--- config.mk ---
export PLATFORM = sky130hd
export DESIGN_NAME = rr_max_scheduler
export DESIGN_NICKNAME = d
export VERILOG_FILES = /design/src/rtl/rr_sched_pkg.sv /design/src/rtl/attr_cmp.sv /design/src/rtl/rr_max_scheduler.sv
export SDC_FILE = /design/constraint.sdc
export NUM_CORES = 1
export LEC_CHECK = 0
export ABC_AREA = 1
export CAP_MARGIN = 15
export CELL_PAD_IN_SITES_DETAIL_PLACEMENT = 2
export CELL_PAD_IN_SITES_GLOBAL_PLACEMENT = 2
export CORE_MARGIN = 8
export CORE_UTILIZATION = 24
export CTS_BUF_LIST = sky130_fd_sc_hd__clkbuf_4 sky130_fd_sc_hd__clkbuf_8 sky130_fd_sc_hd__clkbuf_16
export CTS_CLUSTER_SIZE = 20
export DETAILED_ROUTE_END_ITERATION = 6
export PLACE_DENSITY = 0.78
export SYNTH_ARGS = -nofsm -noshare
export SYNTH_HDL_FRONTEND = slang
export SYNTH_SLANG_ARGS = --single-unit
--- constraint.sdc ---
create_clock -name CK -period 2.6 [get_ports CK]
set_input_delay 0.52 -clock CK [delete_from_list [all_inputs] [get_ports CK]]
set_output_delay 0.52 -clock CK [all_outputs]
set_load 0.02 [all_outputs]
--- src/rtl/rr_sched_pkg.sv ---
// rtl/rr_sched_pkg.sv - shared state type and constants for the round-robin max scheduler
package rr_sched_pkg;

    typedef enum logic [1:0] {
        IDLE  = 2'd0,
        SCAN  = 2'd1,
        GRANT = 2'd2
    } sched_state_t;

    localparam int N_DEF = 4;
    localparam int W_DEF = 8;

    localparam logic [1:0] STARVE_LIMIT = 2'd3;

endpackage

--- src/rtl/attr_cmp.sv ---
// rtl/attr_cmp.sv - combinational unsigned magnitude comparator built from two halves
module attr_cmp #(
    parameter int W = 8
) (
    input  logic [W-1:0] i_a,
    input  logic [W-1:0] i_b,
    output logic         o_agb,
    output logic         o_aeqb
);

    localparam int LW = W / 2;
    localparam int HW = W - LW;

    logic [HW-1:0] w_a_hi;
    logic [HW-1:0] w_b_hi;
    logic [LW-1:0] w_a_lo;
    logic [LW-1:0] w_b_lo;
    logic          w_hi_gt;
    logic          w_hi_eq;
    logic          w_lo_gt;
    logic          w_lo_eq;

    assign w_a_hi = i_a[W-1:LW];
    assign w_b_hi = i_b[W-1:LW];
    assign w_a_lo = i_a[LW-1:0];
    assign w_b_lo = i_b[LW-1:0];

    assign w_hi_gt = (w_a_hi > w_b_hi);
    assign w_hi_eq = (w_a_hi == w_b_hi);
    assign w_lo_gt = (w_a_lo > w_b_lo);
    assign w_lo_eq = (w_a_lo == w_b_lo);

    // The low half only decides when the high halves tie.
    assign o_agb  = w_hi_gt | (w_hi_eq & w_lo_gt);
    assign o_aeqb = w_hi_eq & w_lo_eq;

endmodule

--- src/rtl/rr_max_scheduler.sv ---
// rtl/rr_max_scheduler.sv - serial round-robin max-attribute arbiter sharing one comparator
// Optional starvation guard (2-bit loss counters) enabled by defining STARVE_GUARD_EN.
module rr_max_scheduler
    import rr_sched_pkg::*;
#(
    parameter int N   = N_DEF,
    parameter int W   = W_DEF,
    parameter int IDW = 2
) (
    input  logic             CK,
    input  logic             CLR,
    input  logic             start,
    input  logic [N-1:0]     req,
    input  logic [N*W-1:0]   attr,
    output logic             busy,
    output logic             grant_valid,
    output logic [IDW-1:0]   grant_id,
    output logic [W-1:0]     grant_attr,
    input  logic             ack
);

    localparam logic [IDW:0] N_W = (IDW+1)'(N);

    sched_state_t   r_state;
    logic [IDW-1:0] r_ptr;
    logic [IDW-1:0] r_k;
    logic [IDW-1:0] r_best_id;
    logic [W-1:0]   r_best_attr;
    logic           r_found;
    logic           r_busy;
    logic           r_grant_valid;
    logic [IDW-1:0] r_grant_id;
    logic [W-1:0]   r_grant_attr;

    logic [IDW:0]   w_sum;
    logic [IDW-1:0] w_idx;
    logic           w_cur_req;
    logic [W-1:0]   w_cur_attr;
    logic           w_agb;
    logic           w_aeqb;
    logic           w_take;
    logic           w_upd;
    logic           w_last;
    logic           w_nxt_found;
    logic [IDW-1:0] w_nxt_best_id;
    logic [W-1:0]   w_nxt_best_attr;
    logic           w_enter_grant;

`ifdef STARVE_GUARD_EN
    logic [1:0]     r_loss [N];
    logic           r_best_sat;
    logic [1:0]     w_cur_loss;
    logic           w_cur_sat;
`endif

    // Scan index walks forward from the slot after the last winner.
    assign w_sum  = {1'b0, r_ptr} + {1'b0, r_k} + (IDW+1)'(1);
    assign w_idx  = (w_sum >= N_W) ? IDW'(w_sum - N_W) : IDW'(w_sum);
    assign w_last = (r_k == IDW'(N-1));

    always_comb begin
        w_cur_req  = 1'b0;
        w_cur_attr = '0;
        for (int j = 0; j < N; j++) begin
            if (w_idx == IDW'(j)) begin
                w_cur_req  = req[j];
                w_cur_attr = attr[j*W +: W];
            end
        end
    end

    attr_cmp #(.W(W)) u_cmp (
        .i_a    (w_cur_attr),
        .i_b    (r_best_attr),
        .o_agb  (w_agb),
        .o_aeqb (w_aeqb)
    );

`ifdef STARVE_GUARD_EN
    always_comb begin
        w_cur_loss = '0;
        for (int j = 0; j < N; j++) begin
            if (w_idx == IDW'(j)) w_cur_loss = r_loss[j];
        end
    end
`endif

    // Ties never replace the incumbent, so the earlier scan position keeps the grant.
    always_comb begin
        w_take = 1'b0;
`ifdef STARVE_GUARD_EN
        w_cur_sat = (w_cur_loss == STARVE_LIMIT);
        if (!r_found)                    w_take = 1'b1;
        else if (w_cur_sat != r_best_sat) w_take = w_cur_sat;
        else if (!w_cur_sat)             w_take = w_agb & ~w_aeqb;
`else
        w_take = !r_found || (w_agb && !w_aeqb);
`endif
    end

    assign w_upd           = (r_state == SCAN) && w_cur_req && w_take;
    assign w_nxt_found     = r_found | w_upd;
    assign w_nxt_best_id   = w_upd ? w_idx : r_best_id;
    assign w_nxt_best_attr = w_upd ? w_cur_attr : r_best_attr;
    assign w_enter_grant   = (r_state == SCAN) && w_last && w_nxt_found;

    always_ff @(posedge CK or negedge CLR) begin
        if (!CLR) begin
            r_state       <= IDLE;
            r_ptr         <= IDW'(N-1);
            r_k           <= '0;
            r_best_id     <= '0;
            r_best_attr   <= '0;
            r_found       <= 1'b0;
            r_busy        <= 1'b0;
            r_grant_valid <= 1'b0;
            r_grant_id    <= '0;
            r_grant_attr  <= '0;
        end else begin
            case (r_state)
                IDLE: begin
                    if (start && (|req)) begin
                        r_state <= SCAN;
                        r_busy  <= 1'b1;
                        r_k     <= '0;
                        r_found <= 1'b0;
                    end
                end
                SCAN: begin
                    r_found     <= w_nxt_found;
                    r_best_id   <= w_nxt_best_id;
                    r_best_attr <= w_nxt_best_attr;
                    r_k         <= r_k + 1'b1;
                    if (w_last) begin
                        if (w_nxt_found) begin
                            r_state       <= GRANT;
                            r_grant_valid <= 1'b1;
                            r_grant_id    <= w_nxt_best_id;
                            r_grant_attr  <= w_nxt_best_attr;
                        end else begin
                            r_state <= IDLE;
                            r_busy  <= 1'b0;
                        end
                    end
                end
                GRANT: begin
                    if (ack) begin
                        r_ptr         <= r_best_id;
                        r_grant_valid <= 1'b0;
                        r_busy        <= 1'b0;
                        r_state       <= IDLE;
                    end
                end
                default: begin
                    r_state <= IDLE;
                    r_busy  <= 1'b0;
                end
            endcase
        end
    end

`ifdef STARVE_GUARD_EN
    // Losers that were still requesting age by one; everyone else starts over.
    always_ff @(posedge CK or negedge CLR) begin
        if (!CLR) begin
            for (int j = 0; j < N; j++) r_loss[j] <= 2'd0;
            r_best_sat <= 1'b0;
        end else begin
            if (w_upd) r_best_sat <= w_cur_sat;
            if (w_enter_grant) begin
                for (int j = 0; j < N; j++) begin
                    if (req[j] && (IDW'(j) != w_nxt_best_id))
                        r_loss[j] <= (r_loss[j] == STARVE_LIMIT) ? r_loss[j] : r_loss[j] + 2'd1;
                    else
                        r_loss[j] <= 2'd0;
                end
            end
        end
    end
`endif

    assign busy        = r_busy;
    assign grant_valid = r_grant_valid;
    assign grant_id    = r_grant_id;
    assign grant_attr  = r_grant_attr;

endmodule

==> results of run 1 <==
==> area by class of cell <==
| class | count | area [sq um] | area share (%) |
|---|---|---|---|
| Inverter | 41 | 159 | 5.05 |
| Timing Repair Buffer | 80 | 751 | 23.9 |
| Sequential cell | 29 | 728 | 23.1 |
| Tap cell | 102 | 128 | 4.06 |
| Multi-Input combinational cell | 186 | 1280 | 40.8 |
| Clock buffer | 8 | 97.6 | 3.10 |
==> logic make-up (layout without fill, tap and decap cells) <==
family,Yosys count,in the layout,share of synthesized area (%)
buffers and inverters,43,129,8.95
and+or+nand+nor,160,161,40.2
AOI/OAI and AO/OA,15,15,5.99
adders and majority gates,10,10,6.58
DFF,29,29,38.3
==> layout by cell type (no fill, tap or decap), drive strengths merged <==
master,Yosys,final
inv,41,41
a31o,1,1
nand3b,3,3
nand4,5,5
dfstp,2,2
clkdlybuf4s50,0,51
or2,1,1
a21oi,6,6
ha,10,10
dfrtp,27,27
nor2,26,26
clkbuf,0,8
o21ai,6,6
o21bai,1,1
buf,2,29
o21a,1,1
nand2,101,101
nand3,24,25
==> per-layer routing <==
layer | wire length, um | up-vias
li1 | - | 965
met1 | 3500 | 956
met2 | 3930 | 51
met3 | 227 | 12
met4 | 190 | 0
met5 | 0 | -
==> final timing paths <==
| path | startpoint | end | slack [ns] | cells past startpoint |
|---|---|---|---|---|
| worst max register to register | r_ptr[0]$_DFFE_PN1P_ | grant_id[1]$_DFFE_PN0P_ | -0.27 | 19 |
| min in group asynchronous | CLR | busy$_DFFE_PN0P_ | 0.63 | 2 |
| worst min-delay path | busy$_DFFE_PN0P_ | busy$_DFFE_PN0P_ | 0.48 | 2 |
| worst max-delay path | r_ptr[0]$_DFFE_PN1P_ | grant_id[1]$_DFFE_PN0P_ | -0.27 | 19 |
| max in group asynchronous | CLR | r_ptr[1]$_DFFE_PN1P_ | 1.65 | 2 |
| worst min register to register | busy$_DFFE_PN0P_ | busy$_DFFE_PN0P_ | 0.48 | 2 |
==> stage by stage <==
| stage | hold WS (ns) | worst slack (ns) | area [sq um] | instances |
|---|---|---|---|---|
| floorplan | 0.224 | 0.0410 | 1920 | 257 |
| global placement | 0.465 | -0.191 | 2700 | 429 |
| detailed placement | 0.468 | -0.389 | 2700 | 429 |
| CTS | 0.490 | -0.161 | 2940 | 438 |
| global route | 0.514 | -0.387 | 3150 | 446 |
| finish | 0.478 | -0.269 | 3150 | 446 |
==> registers in the layout (all words and copies together) (netlist names) <==
signal / cells
busy: 1
r_best_id: 2
grant_id: 2
r_found: 1
grant_attr: 8
r_k: 2
r_ptr: 2
r_best_attr: 8
grant_valid: 1
r_state: 2
==> worst max-delay path, stage by stage (launching register included) <==
cell and delay [ns]:
dfstp_2 0.53, inv_2 0.05, ha_4 0.16, nand3b_4 0.20, nand3_4 0.17, nor2_2 0.05
nor2_1 0.14, nand3_2 0.15, ha_4 0.28, inv_2 0.06, nor2_2 0.04, o21ai_2 0.13
nand2_1 0.08, nand2_2 0.10, nand3_4 0.14, buf_8 0.18, nand4_1 0.09, nand2_1 0.08
nand2_1 0.06, nand2_1 0.06
==> what timing repair did <==
item,in CTS,in global routing
cloned,1,0
resized for setup,32,40
endpoints found under the hold margin,0,0
endpoints found under the setup margin,20,20
pin swaps,10,26
setup buffers,0,8
==> impl_metrics.yaml, run 1 <==
outcome:
  status: "complete, but fails checks"
  violations: "setup timing"
yosys:
  synth_most_common_cell: "nand2_1"
  synth_nets: 307
  ys_seq_elements: 29
  syn_area_sq_um: 1900
  ys_types: 27
  synth.top_cell.area_share_pct: 35.5
  ys_async_sr_fraction_pct: 100
  synth.largest_area_cell: "dfrtp_1"
  synth.avg_cell_area_sq_um: 7.40
  ys_seq_area_share_pct: 38.3
  synth_ff_type: "dfrtp_1"
  synth_common_cells: "nand2_1, inv_1, dfrtp_1"
  synth.area.top_cells: "dfrtp_1, nand2_1, inv_1, ha_1, nand3_1"
  synth_cells: 257
  synth-edff-count: 0
  yosysWarnings: 0
timing:
  setup_slack_ns: -0.269
  slew_violations: 0
  hold_viol: 0
  clock.fmax_mhz: 349
  post-route-min-period_ns: 2.87
  finalSetupViolations: 20
  maxSlewHeadroom_pct: 72.0
  finalCritPeriodShare_pct: 110
  rsz0062_at_grt: "true"
  worstMarginPinSlew_ns: 0.418
  fin_skew_ns: 0.00776
  setup_tns_ns: -3.63
die:
  rows: 32
  dieHeight_um: 105
  dieArea_sq_um: 11000
  fp.coreArea_sq_um: 7690
  initial_core_util_pct: 24.7
  die_w_um: 105
  top_level_ports: 52
clock_network:
  cts_tree: "done"
  hold_buffers: 0
  cts_buffer_depth: 2
  clkTransAtPathRegs_ns: 0.06
  clock_sinks: 29
  numCtsBuffers: 5
  worstSkewPairLatency_ns: 0.28
  cts_root_buffer: "clkbuf_8"
  h-tree-depth: 2
grt:
  grt_max_degree: 30
  globalRouteMet2Util_pct: 23.3
  grt_use_total_pct: 13.4
  grt-ovfl-total: 0
  grt.busiest_layer: "met2"
  grt_pass1_wl_um: 11800
  antenna_found_initial: 0
  met1_usage_pct: 15.7
  grt_pass1_vias: 2267
  use_met3_pct: 2.27
run:
  max-cap-violations: 0
finish:
  antenna_cells: 0
  num-nets-final: 393
  synthToLayoutAreaGrowth_pct: 65.5
  n_fill_cell: 882
  drive_above_1_share_pct: 34.3
  utilization_pct: 40.9
route:
  wl_per_cell_um: 17.6
  first_iter_violations: 24
  drcViolationCount: 0
  firstDrtPassIters: 3
  ant_nets: 0
  vias_per_cell: 4.45
  postRouteWirelength_um: 7850
  vias: 1984
setup_path:
  path_max_fanout: 8
  cp.required_ns: 2.77
  endpoint_kind: "flip-flop"
  cp.arrival_ns: 3.03
  path_class: "reg -> reg"
  start_kind: "flip-flop"
hold_path:
  worstHoldPathType: "reg -> reg"
placement:
  io_buffer_count: 51
  gp_congestion: 0.828
  place_hpwl_um: 5370
Power of run 1 is left out: the tool's default activity adds up to more than one toggle a clock period on the data nets, which glitch-free logic cannot reach.
==> inputs of run 2 (changes only) <==
GPL_ROUTABILITY_DRIVEN = 1   (was default)
==> results of run 2 <==
Same layout as run 1: the final DEF is identical, and so are final timing and power.
Power of run 2 is left out for the same reason.
